<file path="src/rtl/trace_pkg.sv">
// Shared types and defaults for the signal trace capture block.
// Latency: n/a (types, constants and a helper function only).
// Backpressure: n/a.
//   TS_W_DEF/C_W_DEF/DEPTH_DEF : default geometry
//   REC_W                      : record width {ts, a, b, c} at default geometry
//   trace_rec_t                : record layout at default geometry
//   trace_state_t              : capture FSM states
package trace_pkg;

  localparam int TS_W_DEF  = 16;
  localparam int C_W_DEF   = 8;
  localparam int DEPTH_DEF = 16;
  localparam int REC_W     = TS_W_DEF + C_W_DEF + 2;

  typedef struct packed {
    logic [TS_W_DEF-1:0] ts;
    logic                a;
    logic                b;
    logic [C_W_DEF-1:0]  c;
  } trace_rec_t;

  typedef enum logic [1:0] {
    ST_IDLE = 2'd0,
    ST_BASE = 2'd1,
    ST_RUN  = 2'd2
  } trace_state_t;

  // Saturating 8-bit increment for the drop counter.
  function automatic logic [7:0] sat_inc8(input logic [7:0] v);
    return (v == 8'hff) ? v : v + 8'd1;
  endfunction

endpackage

</file>
<file path="src/rtl/signal_trace_capture_if.sv">
// Record read-out bus from the trace capture block to its reader.
// Latency: n/a (wires only).
// Backpressure: reader holds rd_ready low to stall; record pops on rd_valid && rd_ready.
//   rd_valid : head record available (master -> slave)
//   rd_ready : reader accepts head record (slave -> master)
//   rd_data  : head record {ts, a, b, c} (master -> slave)
interface signal_trace_capture_if
  import trace_pkg::*;
#(
  parameter int W = REC_W
) ();

  logic         rd_valid;
  logic         rd_ready;
  logic [W-1:0] rd_data;

  modport master (output rd_valid, output rd_data, input rd_ready);
  modport slave  (input rd_valid, input rd_data, output rd_ready);

endinterface

</file>
<file path="src/rtl/trace_fifo.sv">
// First-word-fall-through FIFO holding trace records.
// Latency: a word pushed at edge N is on dout with empty=0 right after edge N.
// Backpressure: push ignored when full unless a pop happens the same cycle; pop ignored when empty.
//   push/din/full  : write side
//   pop/dout/empty : read side (dout = head word, meaningful only when !empty)
//   level          : current occupancy
module trace_fifo #(
  parameter int  DEPTH = 16,
  parameter int  W     = 26,
  localparam int AW    = $clog2(DEPTH),
  localparam int LW    = AW + 1
) (
  input  logic          clk,
  input  logic          rst_n,
  input  logic          push,
  input  logic [W-1:0]  din,
  output logic          full,
  input  logic          pop,
  output logic          empty,
  output logic [W-1:0]  dout,
  output logic [LW-1:0] level
);

  logic [W-1:0]  mem [DEPTH];
  logic [AW-1:0] wr_ptr;
  logic [AW-1:0] rd_ptr;
  logic [LW-1:0] cnt;
  logic          do_push;
  logic          do_pop;

  assign full  = (cnt == LW'(DEPTH));
  assign empty = (cnt == '0);
  assign level = cnt;
  assign dout  = mem[rd_ptr];

  // No bypass: a pop needs a word already stored. A push into a full FIFO
  // is taken only when the head is leaving this same cycle; the write then
  // lands in the slot being vacated, which is read before the edge.
  assign do_pop  = pop && !empty;
  assign do_push = push && (!full || do_pop);

  always_ff @(posedge clk or negedge rst_n) begin
    if (!rst_n) begin
      wr_ptr <= '0;
      rd_ptr <= '0;
      cnt    <= '0;
      for (int i = 0; i < DEPTH; i++) begin
        mem[i] <= '0;
      end
    end else begin
      if (do_push) begin
        mem[wr_ptr] <= din;
        wr_ptr      <= wr_ptr + AW'(1);
      end
      if (do_pop) begin
        rd_ptr <= rd_ptr + AW'(1);
      end
      if (do_push && !do_pop) begin
        cnt <= cnt + LW'(1);
      end else if (do_pop && !do_push) begin
        cnt <= cnt - LW'(1);
      end
    end
  end

endmodule

</file>
<file path="src/rtl/signal_trace_capture.sv">
// Samples a, b, c every clock and queues a timestamped record on every change while armed.
// Latency: change sampled at edge N is readable after edge N (after edge N+2 with TRACE_INPUT_SYNC_EN).
// Backpressure: reader stalls via rd_ready; records arriving while the FIFO is full are dropped and counted.
//   clk, rst_n     : clock, asynchronous active-low reset
//   arm            : level, high = capture running (rising edge restarts ts and drop accounting)
//   a, b, c        : monitored inputs
//   rd             : record read-out bus (master side)
//   level          : FIFO occupancy
//   overflow       : sticky, a record was dropped since arm
//   drop_cnt       : dropped records, saturating at 255
//   busy           : FSM not idle
// Build option TRACE_INPUT_SYNC_EN: pass a, b, c through 2-flop synchronizers before comparison.
module signal_trace_capture
  import trace_pkg::*;
#(
  parameter int  DEPTH = DEPTH_DEF,
  parameter int  TS_W  = TS_W_DEF,
  parameter int  C_W   = C_W_DEF,
  localparam int LW    = $clog2(DEPTH) + 1,
  localparam int SW    = C_W + 2,
  localparam int RW    = TS_W + SW
) (
  input  logic                   clk,
  input  logic                   rst_n,
  input  logic                   arm,
  input  logic                   a,
  input  logic                   b,
  input  logic [C_W-1:0]         c,
  signal_trace_capture_if.master rd,
  output logic [LW-1:0]          level,
  output logic                   overflow,
  output logic [7:0]             drop_cnt,
  output logic                   busy
);

  trace_state_t    state;
  logic            arm_q;
  logic [TS_W-1:0] ts;
  logic [SW-1:0]   smp;
  logic [SW-1:0]   prev;
  logic            push_req;
  logic            pop;
  logic            fifo_full;
  logic            fifo_empty;
  logic [RW-1:0]   fifo_dout;
  logic [RW-1:0]   last_dat;

`ifdef TRACE_INPUT_SYNC_EN
  logic [SW-1:0] sync1;
  logic [SW-1:0] sync2;

  always_ff @(posedge clk or negedge rst_n) begin
    if (!rst_n) begin
      sync1 <= '0;
      sync2 <= '0;
    end else begin
      sync1 <= {a, b, c};
      sync2 <= sync1;
    end
  end

  assign smp = sync2;
`else
  assign smp = {a, b, c};
`endif

  // The baseline goes in even if arm drops during BASE; in RUN only while armed.
  assign push_req = (state == ST_BASE) ||
                    ((state == ST_RUN) && arm && (smp != prev));

  assign pop         = !fifo_empty && rd.rd_ready;
  assign rd.rd_valid = !fifo_empty;
  // Keep showing the last popped record while empty rather than a stale slot.
  assign rd.rd_data  = fifo_empty ? last_dat : fifo_dout;

  trace_fifo #(
    .DEPTH (DEPTH),
    .W     (RW)
  ) u_fifo (
    .clk   (clk),
    .rst_n (rst_n),
    .push  (push_req),
    .din   ({ts, smp}),
    .full  (fifo_full),
    .pop   (pop),
    .empty (fifo_empty),
    .dout  (fifo_dout),
    .level (level)
  );

  always_ff @(posedge clk or negedge rst_n) begin
    if (!rst_n) begin
      last_dat <= '0;
    end else if (pop) begin
      last_dat <= fifo_dout;
    end
  end

  always_ff @(posedge clk or negedge rst_n) begin
    if (!rst_n) begin
      state    <= ST_IDLE;
      busy     <= 1'b0;
      arm_q    <= 1'b0;
      ts       <= '0;
      prev     <= '0;
      overflow <= 1'b0;
      drop_cnt <= 8'd0;
    end else begin
      arm_q <= arm;

      // Pushes only happen outside IDLE, so this never collides with the
      // clear on arm rise below.
      if (push_req && fifo_full && !pop) begin
        overflow <= 1'b1;
        drop_cnt <= sat_inc8(drop_cnt);
      end

      case (state)
        ST_IDLE: begin
          if (arm && !arm_q) begin
            state    <= ST_BASE;
            busy     <= 1'b1;
            ts       <= '0;
            overflow <= 1'b0;
            drop_cnt <= 8'd0;
          end
        end
        ST_BASE: begin
          prev <= smp;
          if (arm) begin
            state <= ST_RUN;
            ts    <= ts + TS_W'(1);
          end else begin
            state <= ST_IDLE;
            busy  <= 1'b0;
          end
        end
        ST_RUN: begin
          if (!arm) begin
            state <= ST_IDLE;
            busy  <= 1'b0;
          end else begin
            ts   <= ts + TS_W'(1);
            prev <= smp;
          end
        end
        default: begin
          state <= ST_IDLE;
          busy  <= 1'b0;
        end
      endcase
    end
  end

endmodule

</file>
<file path="src/flat_wrapper.sv">
// flat-port wrapper written by rule: the top's interface ports become plain ports
module signal_trace_capture_flat import trace_pkg::*;
#(
  parameter int  DEPTH = DEPTH_DEF,
  parameter int  TS_W  = TS_W_DEF,
  parameter int  C_W   = C_W_DEF,
  localparam int LW    = $clog2(DEPTH) + 1,
  localparam int SW    = C_W + 2,
  localparam int RW    = TS_W + SW
)
  (clk, rst_n, arm, a, b, c, level, overflow, drop_cnt, busy, rd_rd_valid, rd_rd_data, rd_rd_ready);
  signal_trace_capture_if #(.W(26)) rd_i ();
  input  logic clk;
  input  logic rst_n;
  input  logic arm;
  input  logic a;
  input  logic b;
  input  logic [C_W-1:0] c;
  output logic [LW-1:0] level;
  output logic overflow;
  output logic [7:0] drop_cnt;
  output logic busy;
  output wire logic [$bits(rd_i.rd_valid)-1:0] rd_rd_valid;
  output wire logic [$bits(rd_i.rd_data)-1:0] rd_rd_data;
  input wire logic [$bits(rd_i.rd_ready)-1:0] rd_rd_ready;
  assign rd_rd_valid = rd_i.rd_valid;
  assign rd_rd_data = rd_i.rd_data;
  assign rd_i.rd_ready = rd_rd_ready;
  signal_trace_capture #(.DEPTH(DEPTH), .TS_W(TS_W), .C_W(C_W)) u_core (.clk(clk), .rst_n(rst_n), .arm(arm), .a(a), .b(b), .c(c), .rd(rd_i), .level(level), .overflow(overflow), .drop_cnt(drop_cnt), .busy(busy));
endmodule
</file>
<file path="config.mk">
export PLATFORM = sky130hd
export DESIGN_NAME = signal_trace_capture_flat
export DESIGN_NICKNAME = d
export VERILOG_FILES = /design/src/rtl/trace_pkg.sv /design/src/rtl/signal_trace_capture_if.sv /design/src/rtl/trace_fifo.sv /design/src/rtl/signal_trace_capture.sv /design/src/flat_wrapper.sv
export SDC_FILE = /design/constraint.sdc
export NUM_CORES = 1
export LEC_CHECK = 0
export ABC_CLOCK_PERIOD_IN_PS = 7500
export CAP_MARGIN = 20
export CORE_ASPECT_RATIO = 1.5
export CORE_MARGIN = 8
export CORE_UTILIZATION = 65
export CTS_CLUSTER_SIZE = 12
export DETAILED_ROUTE_END_ITERATION = 8
export GPL_TIMING_DRIVEN = 1
export PLACE_DENSITY = 0.88
export SLEW_MARGIN = 0
export SYNTH_ARGS = -nofsm -noshare
export SYNTH_HDL_FRONTEND = slang
export SYNTH_SLANG_ARGS = --single-unit
</file>
<file path="constraint.sdc">
create_clock -name clk -period 7.5 [get_ports clk]
set_input_delay 1.125 -clock clk [delete_from_list [all_inputs] [get_ports clk]]
set_output_delay 1.125 -clock clk [all_outputs]
set_load 0.1 [all_outputs]
</file>
==> out/metrics.yaml, run 1 <==
status: "completed"
cp-end-kind: "primary output"
gp_congestion: 0.803
arrival_ns: 4.32
drt_iter0_markers: 1049
cp.required_ns: 6.38
syn2layout_area_growth_pct: 7.82
dp_cells: 1997
n_fill_cell: 2308
ys_warn_count: 0
grtUsageTotal: 0.264
setup_tns_ns: 0
antenna_left: 0
r2r-end: "u_core.u_fifo.level[4]"
powerDensity_nw_per_um2: 382
grt_setup_unrepaired: "false"
whs_ns: 0.479
skew_ns: 0.0169
cts-htree-levels: 2
viasPerCell: 6.66
hp-class: "register to register"
clock-sinks: 494
yosysSeqAreaShare: 0.520
n_antenna_cell: 0
synthArstFlopShare: 1.00
instances_no_fill: 2068
startpoint_type: "register"
start_util: 0.654
layout_min_cycle_time_ns: 5.44
syn_nets: 1611
cts_resized: 0
grt_antenna_before_repair: 0
finalSetupViolCount: 0
grt_pass1_vias: 15000
irDropWorstVdd_uv: 564
drc: 0
max_freq_mhz: 184
core_um2: 36400
p_leak_nw: 12.2
fin_nets: 1595
clock_latency_ns: 0.58
worst_pin_slew_ns: 1.15
grt_max_degree: 177
final_common_cell: "dfrtp_1"
min_to: "u_core.last_dat[4]"
synthDistinctLibCells: 53
r2r_start: "u_core.u_fifo.level[1]"
ioPinCount: 56
fin_ws_ns: 2.06
worst-r2r-cell-count: 14
cp_max_fo: 45
yosys_register_bits: 494
cts_root_buffer: "clkbuf_16"
final_area_um2: 25600
drv_cap: 0
wire_per_inst_um: 26.7
post_cts.repair.setup_buffers: 0
vias: 13800
postCtsHoldBufs: 0
die-area_um2: 43100
fin_crit_sh: 0.725
synth_edf_count: 0
critPathKind: "register to primary output"
drive_above_1_share: 0.404
synth_area_per_cell_um2: 15.0
placed_cell_area_um2: 24200
first_pass_iters: 5
port-buffer-count: 55
cts_buffer_depth: 3
die_w_um: 172
tritoncts: "yes"
dp_hpwl_mm: 31.0
wl_mm: 55.3
slew-limit-headroom: 0.233
r2r_slack_ns: 2.52
cts-buffers-inserted: 49
path_clk_slew_ns: 0.06
rows: 86
fp.dieH_um: 250
syn_area_um2: 23800
dpl_worst_slack_ns: 2.38
mostFrequentLayoutCells: "dfrtp_1, mux2_2, mux2_4"
grt-ovfl-total: 0
hold_depth: 2
grt_pass1_wl_mm: 87.2
worstHoldStart: "u_core.last_dat[4]"
finalMaxSlewViolations: 0
synth_flop_cell: "dfrtp_1"
syn_inst: 1581
finalHoldViolations: 0
layer usage:
layer | global-route usage | vias up | share of wire
met5 | 0 | - | 0
met4 | 0.108 | 0 | 0.036
met3 | 0.0353 | 131 | 0.059
met2 | 0.443 | 478 | 0.51
met1 | 0.342 | 7416 | 0.39
li1 | - | 5747 | -
power breakdown:
part	internal, W	total [W]	switching (W)
Sequential	0.00328	0.00383	0.000549
Combinational	0.00157	0.00368	0.00211
Clock	0.00129	0.00228	0.000990
Total	0.00614	0.00979	0.00365
through the flow:
step / total power, W / util
floorplan: 0.00658 / -
detailed placement: 0.00751 / 0.665
global placement: 0.00735 / 0.665
CTS: 0.00981 / 0.704
global route: 0.0102 / 0.705
finish: 0.00979 / 0.705
cell families after synthesis:
family / count (synthesis) / share of synthesized area
AO/OA/AOI/OAI: 160 / 0.0455
flip-flops: 494 / 0.520
XOR/XNOR: 26 / 0.00989
multiplexers: 532 / 0.326
adder cells (fa/ha/maj): 16 / 0.00873
buffers and inverters: 162 / 0.0432
AND/OR/NAND/NOR: 191 / 0.0467
Yosys cell counts (all sizes together), types with 2 or more instances:
cell     count  share of area
nand3       16         0.0055
and3         8         0.0021
nor2        39         0.0062
buf         69          0.029
ha          15         0.0079
mux2       427           0.23
a31o         2        0.00074
xor2        12         0.0047
o21ai       70          0.015
a22o        55          0.020
mux4       104          0.098
nand2b       2        0.00053
nand2       73          0.012
or3          8         0.0021
nor4         7         0.0024
inv         18         0.0028
o2111ai      2        0.00074
clkbuf      74          0.012
xnor2       14         0.0052
a32o         2        0.00084
and4         3         0.0011
and2         3        0.00079
nor3         3        0.00063
a31oi        4         0.0019
dfrtp      494           0.52
a21oi       17         0.0036
nand4       19          0.011
a21o         3        0.00095
nor2b        7         0.0018
flip-flops by register name, summed over array words and instances (netlist names), 2 cells and up:
signal and flops:
u_core.last_dat 26, u_core.u_fifo.wr_ptr 4, u_core.state 2, u_core.u_fifo.mem 416, u_core.u_fifo.level 5, u_core.prev 10
u_core.drop_cnt 8, u_core.ts 16, u_core.u_fifo.rd_ptr 4
worst max-delay path, cell delays in order, from the launching register on:
cell and delay (ns):
dfrtp_4 1.02, buf_12 0.42, mux4_2 0.56, a22o_1 0.26, nor2_1 0.27, o21ai_0 0.15, clkdlybuf4s50_1 1.02
how the worst max path moves through the flow:
| stage | start | endpoint | slack, ns | cells after the start |
|---|---|---|---|---|
| after floorplan | u_core.u_fifo.level[1] | rd_rd_data[21] | 2.56 | 5 |
| after global placement | c[0] | u_core.u_fifo.level[4] | 2.56 | 15 |
| after detailed placement | c[0] | u_core.u_fifo.level[4] | 2.38 | 15 |
| after CTS | u_core.u_fifo.rd_ptr[0] | rd_rd_data[18] | 1.95 | 6 |
| after global routing | u_core.u_fifo.rd_ptr[0] | rd_rd_data[16] | 1.79 | 6 |
| final | u_core.u_fifo.rd_ptr[0] | rd_rd_data[4] | 2.06 | 6 |
cell type report:
| type | instances | area, µm² | share of cell area |
|---|---|---|---|
| timing repair buffer | 76 | 762 | 0.0297 |
| sequential | 494 | 12400 | 0.482 |
| clock inverter | 5 | 57.6 | 0.00224 |
| inverter | 19 | 71.3 | 0.00278 |
| multi-input combinational | 925 | 10400 | 0.406 |
| tap | 484 | 606 | 0.0236 |
| clock buffer | 65 | 1370 | 0.0534 |
(Power assumes the default switching activity.)
==> inputs of run 2 (changes only) <==
--- a/config.mk
+++ b/config.mk
@@ -5,15 +5,15 @@
 export SDC_FILE = /design/constraint.sdc
 export NUM_CORES = 1
 export LEC_CHECK = 0
-export ABC_CLOCK_PERIOD_IN_PS = 7500
+export ABC_CLOCK_PERIOD_IN_PS = 5400
 export CAP_MARGIN = 20
 export CORE_ASPECT_RATIO = 1.5
 export CORE_MARGIN = 8
-export CORE_UTILIZATION = 65
+export CORE_UTILIZATION = 62
 export CTS_CLUSTER_SIZE = 12
 export DETAILED_ROUTE_END_ITERATION = 8
 export GPL_TIMING_DRIVEN = 1
-export PLACE_DENSITY = 0.88
+export PLACE_DENSITY = 0.85
 export SLEW_MARGIN = 0
 export SYNTH_ARGS = -nofsm -noshare
 export SYNTH_HDL_FRONTEND = slang
==> constraint.sdc (replaced) <==
create_clock -name clk -period 5.4 [get_ports clk]
set_input_delay 0.81 -clock clk [delete_from_list [all_inputs] [get_ports clk]]
set_output_delay 0.81 -clock clk [all_outputs]
set_load 0.1 [all_outputs]
==> out/metrics.yaml, run 2 (synthesized netlist as in run 1, its figures left out) <==
fin_nets: 1602  # was 1595
finalHoldViolations: 0  # unchanged
ioPinCount: 56  # unchanged
cts_resized: 0  # unchanged
grt_pass1_vias: 14800  # was 15000
gp_congestion: 0.819  # was 0.803
arrival_ns: 4.02  # was 4.32 ns
setup_tns_ns: 0  # unchanged
powerDensity_nw_per_um2: 522  # was 382 nW/µm²
largest_register_ffs: 416  # unchanged
n_antenna_cell: 0  # unchanged
r2r_start: "u_core.u_fifo.level[0]"  # was u_core.u_fifo.level[1]
die-area_um2: 45000  # was 43100 µm²
tritoncts: "yes"  # unchanged
cp_max_fo: 36  # was 45
r2r-end: "u_core.u_fifo.level[4]"  # unchanged
irDropWorstVdd_uv: 574  # was 564 µV
slew-limit-headroom: 0.214  # was 0.233
clock-sinks: 494  # unchanged
final_common_cell: "dfrtp_1"  # unchanged
finalSetupViolCount: 0  # unchanged
max_freq_mhz: 207
slowest_stage: "clkdlybuf4s50_1"  # was dfrtp_4
clock_latency_ns: 0.57  # was 0.58 ns
skew_ns: 0.0131  # was 0.0169 ns
final_area_um2: 25600  # about the same
startpoint_type: "register"  # unchanged
dpl_worst_slack_ns: 0.976  # was 2.38 ns
drive_above_1_share: 0.406  # was 0.404
finalMaxSlewViolations: 0  # unchanged
fin_crit_sh: 0.895
status: "completed"  # unchanged
regMostFlops: "u_core.u_fifo.mem"  # unchanged
grt-ovfl-total: 0  # unchanged
antenna_left: 0  # unchanged
worst-r2r-cell-count: 13  # was 14
cts_buffer_depth: 3  # unchanged
drt_iter0_markers: 1054  # was 1049
rows: 88  # was 86
placed_cell_area_um2: 24300  # was 24200 µm²
post_cts.repair.setup_buffers: 0  # unchanged
start_util: 0.623  # was 0.654
worstPathCellList: "buf_12 > mux4_2 > a22o_1 > nor2_1 > o21ai_0 > clkdlybuf4s50_1"  # unchanged
worst_pin_slew_ns: 1.18  # was 1.15 ns
grt_max_degree: 124  # was 177
layout_min_cycle_time_ns: 4.83
cts-htree-levels: 2  # unchanged
r2r_slack_ns: 1.54  # was 2.52 ns
hp-class: "primary input to async pin"  # was register to register
crit_start: "u_core.u_fifo.rd_ptr[0]"  # unchanged
grtUsageTotal: 0.247  # was 0.264
core_um2: 38200  # was 36400 µm²
critPathKind: "register to primary output"  # unchanged
grt_antenna_before_repair: 0  # unchanged
drv_cap: 0  # unchanged
die_w_um: 176  # was 172 µm
grt_pass1_wl_mm: 86.4  # was 87.2 mm
cpPeakStageDelay_ns: 0.98  # was 1.02 ns
port-buffer-count: 55  # unchanged
final_util: 0.670  # was 0.705
p_leak_nw: 12.2  # about the same
cp.required_ns: 4.59  # was 6.38 ns
fp.dieH_um: 256  # was 250 µm
cts_root_buffer: "clkbuf_16"  # unchanged
grt_setup_unrepaired: "false"  # unchanged
mostFrequentLayoutCells: "dfrtp_1, mux2_2, mux2_4"  # unchanged
cts-buffers-inserted: 47  # was 49
top_regs: "u_core.u_fifo.mem (416), u_core.last_dat (26), u_core.ts (16)"  # unchanged
wire_per_inst_um: 26.2  # was 26.7 µm
postCtsHoldBufs: 0  # unchanged
fin_ws_ns: 0.569  # was 2.06 ns
vias: 13700  # was 13800
first_pass_iters: 5  # unchanged
dp_hpwl_mm: 31.7  # was 31.0 mm
viasPerCell: 6.57  # was 6.66
cp-end-kind: "primary output"  # unchanged
syn2layout_area_growth_pct: 7.61  # was 7.82%
path_clk_slew_ns: 0.06  # about the same
wl_mm: 54.5  # was 55.3 mm
drc: 0  # unchanged
run 2: worst max-delay path by stage:
stage	endpoint	slack, ns	cells past startpoint
2_1_floorplan	rd_rd_data[21]	0.78	5
3_3_place_gp	u_core.u_fifo.level[4]	1.06	14
3_5_place_dp	u_core.u_fifo.level[4]	0.98	14
4_1_cts	rd_rd_data[1]	0.55	6
5_1_grt	rd_rd_data[1]	0.40	6
6_report	rd_rd_data[4]	0.57	6
run 2: area by class of cell:
cell class | count | area, µm²
well taps | 495 | 619
repair buffers | 85 | 873
fillers | 2544 | 12600
clock inverters | 3 | 26.3
clock buffers | 57 | 1220
multi-input cells | 925 | 10400
flip-flops and latches | 494 | 12400
inverters | 19 | 71.3
run 2: routing by layer:
| layer | vias up | global-route usage | wire length, µm |
|---|---|---|---|
| met5 | - | 0 | 0 |
| met4 | 0 | 0.111 | 2490 |
| met3 | 157 | 0.0338 | 2540 |
| met2 | 460 | 0.420 | 27900 |
| met1 | 7292 | 0.310 | 21500 |
| li1 | 5751 | - | - |
run 2: power breakdown:
group          internal [W]  total [W]  switching, W
registers           0.00456    0.00523      0.000677
logic               0.00222    0.00523       0.00301
clock network       0.00158    0.00290       0.00133
run 2: metrics by stage:
step                std cells  total power, W  hold slack [ns]
floorplan                1581         0.00913            0.450
global placement         2018          0.0103            0.462
detailed placement       2018          0.0105            0.470
CTS                      2078          0.0134            0.386
global route             2078          0.0139            0.417
finish                   2078          0.0134            0.336
run 2: critical path: cells and delay by family (launching register included):
family	cells	cell delay, ns
buffers and inverters	2	1.35
flip-flops	1	0.78
AND/OR/NAND/NOR	1	0.36
multiplexers	1	0.55
AO/OA/AOI/OAI	2	0.39
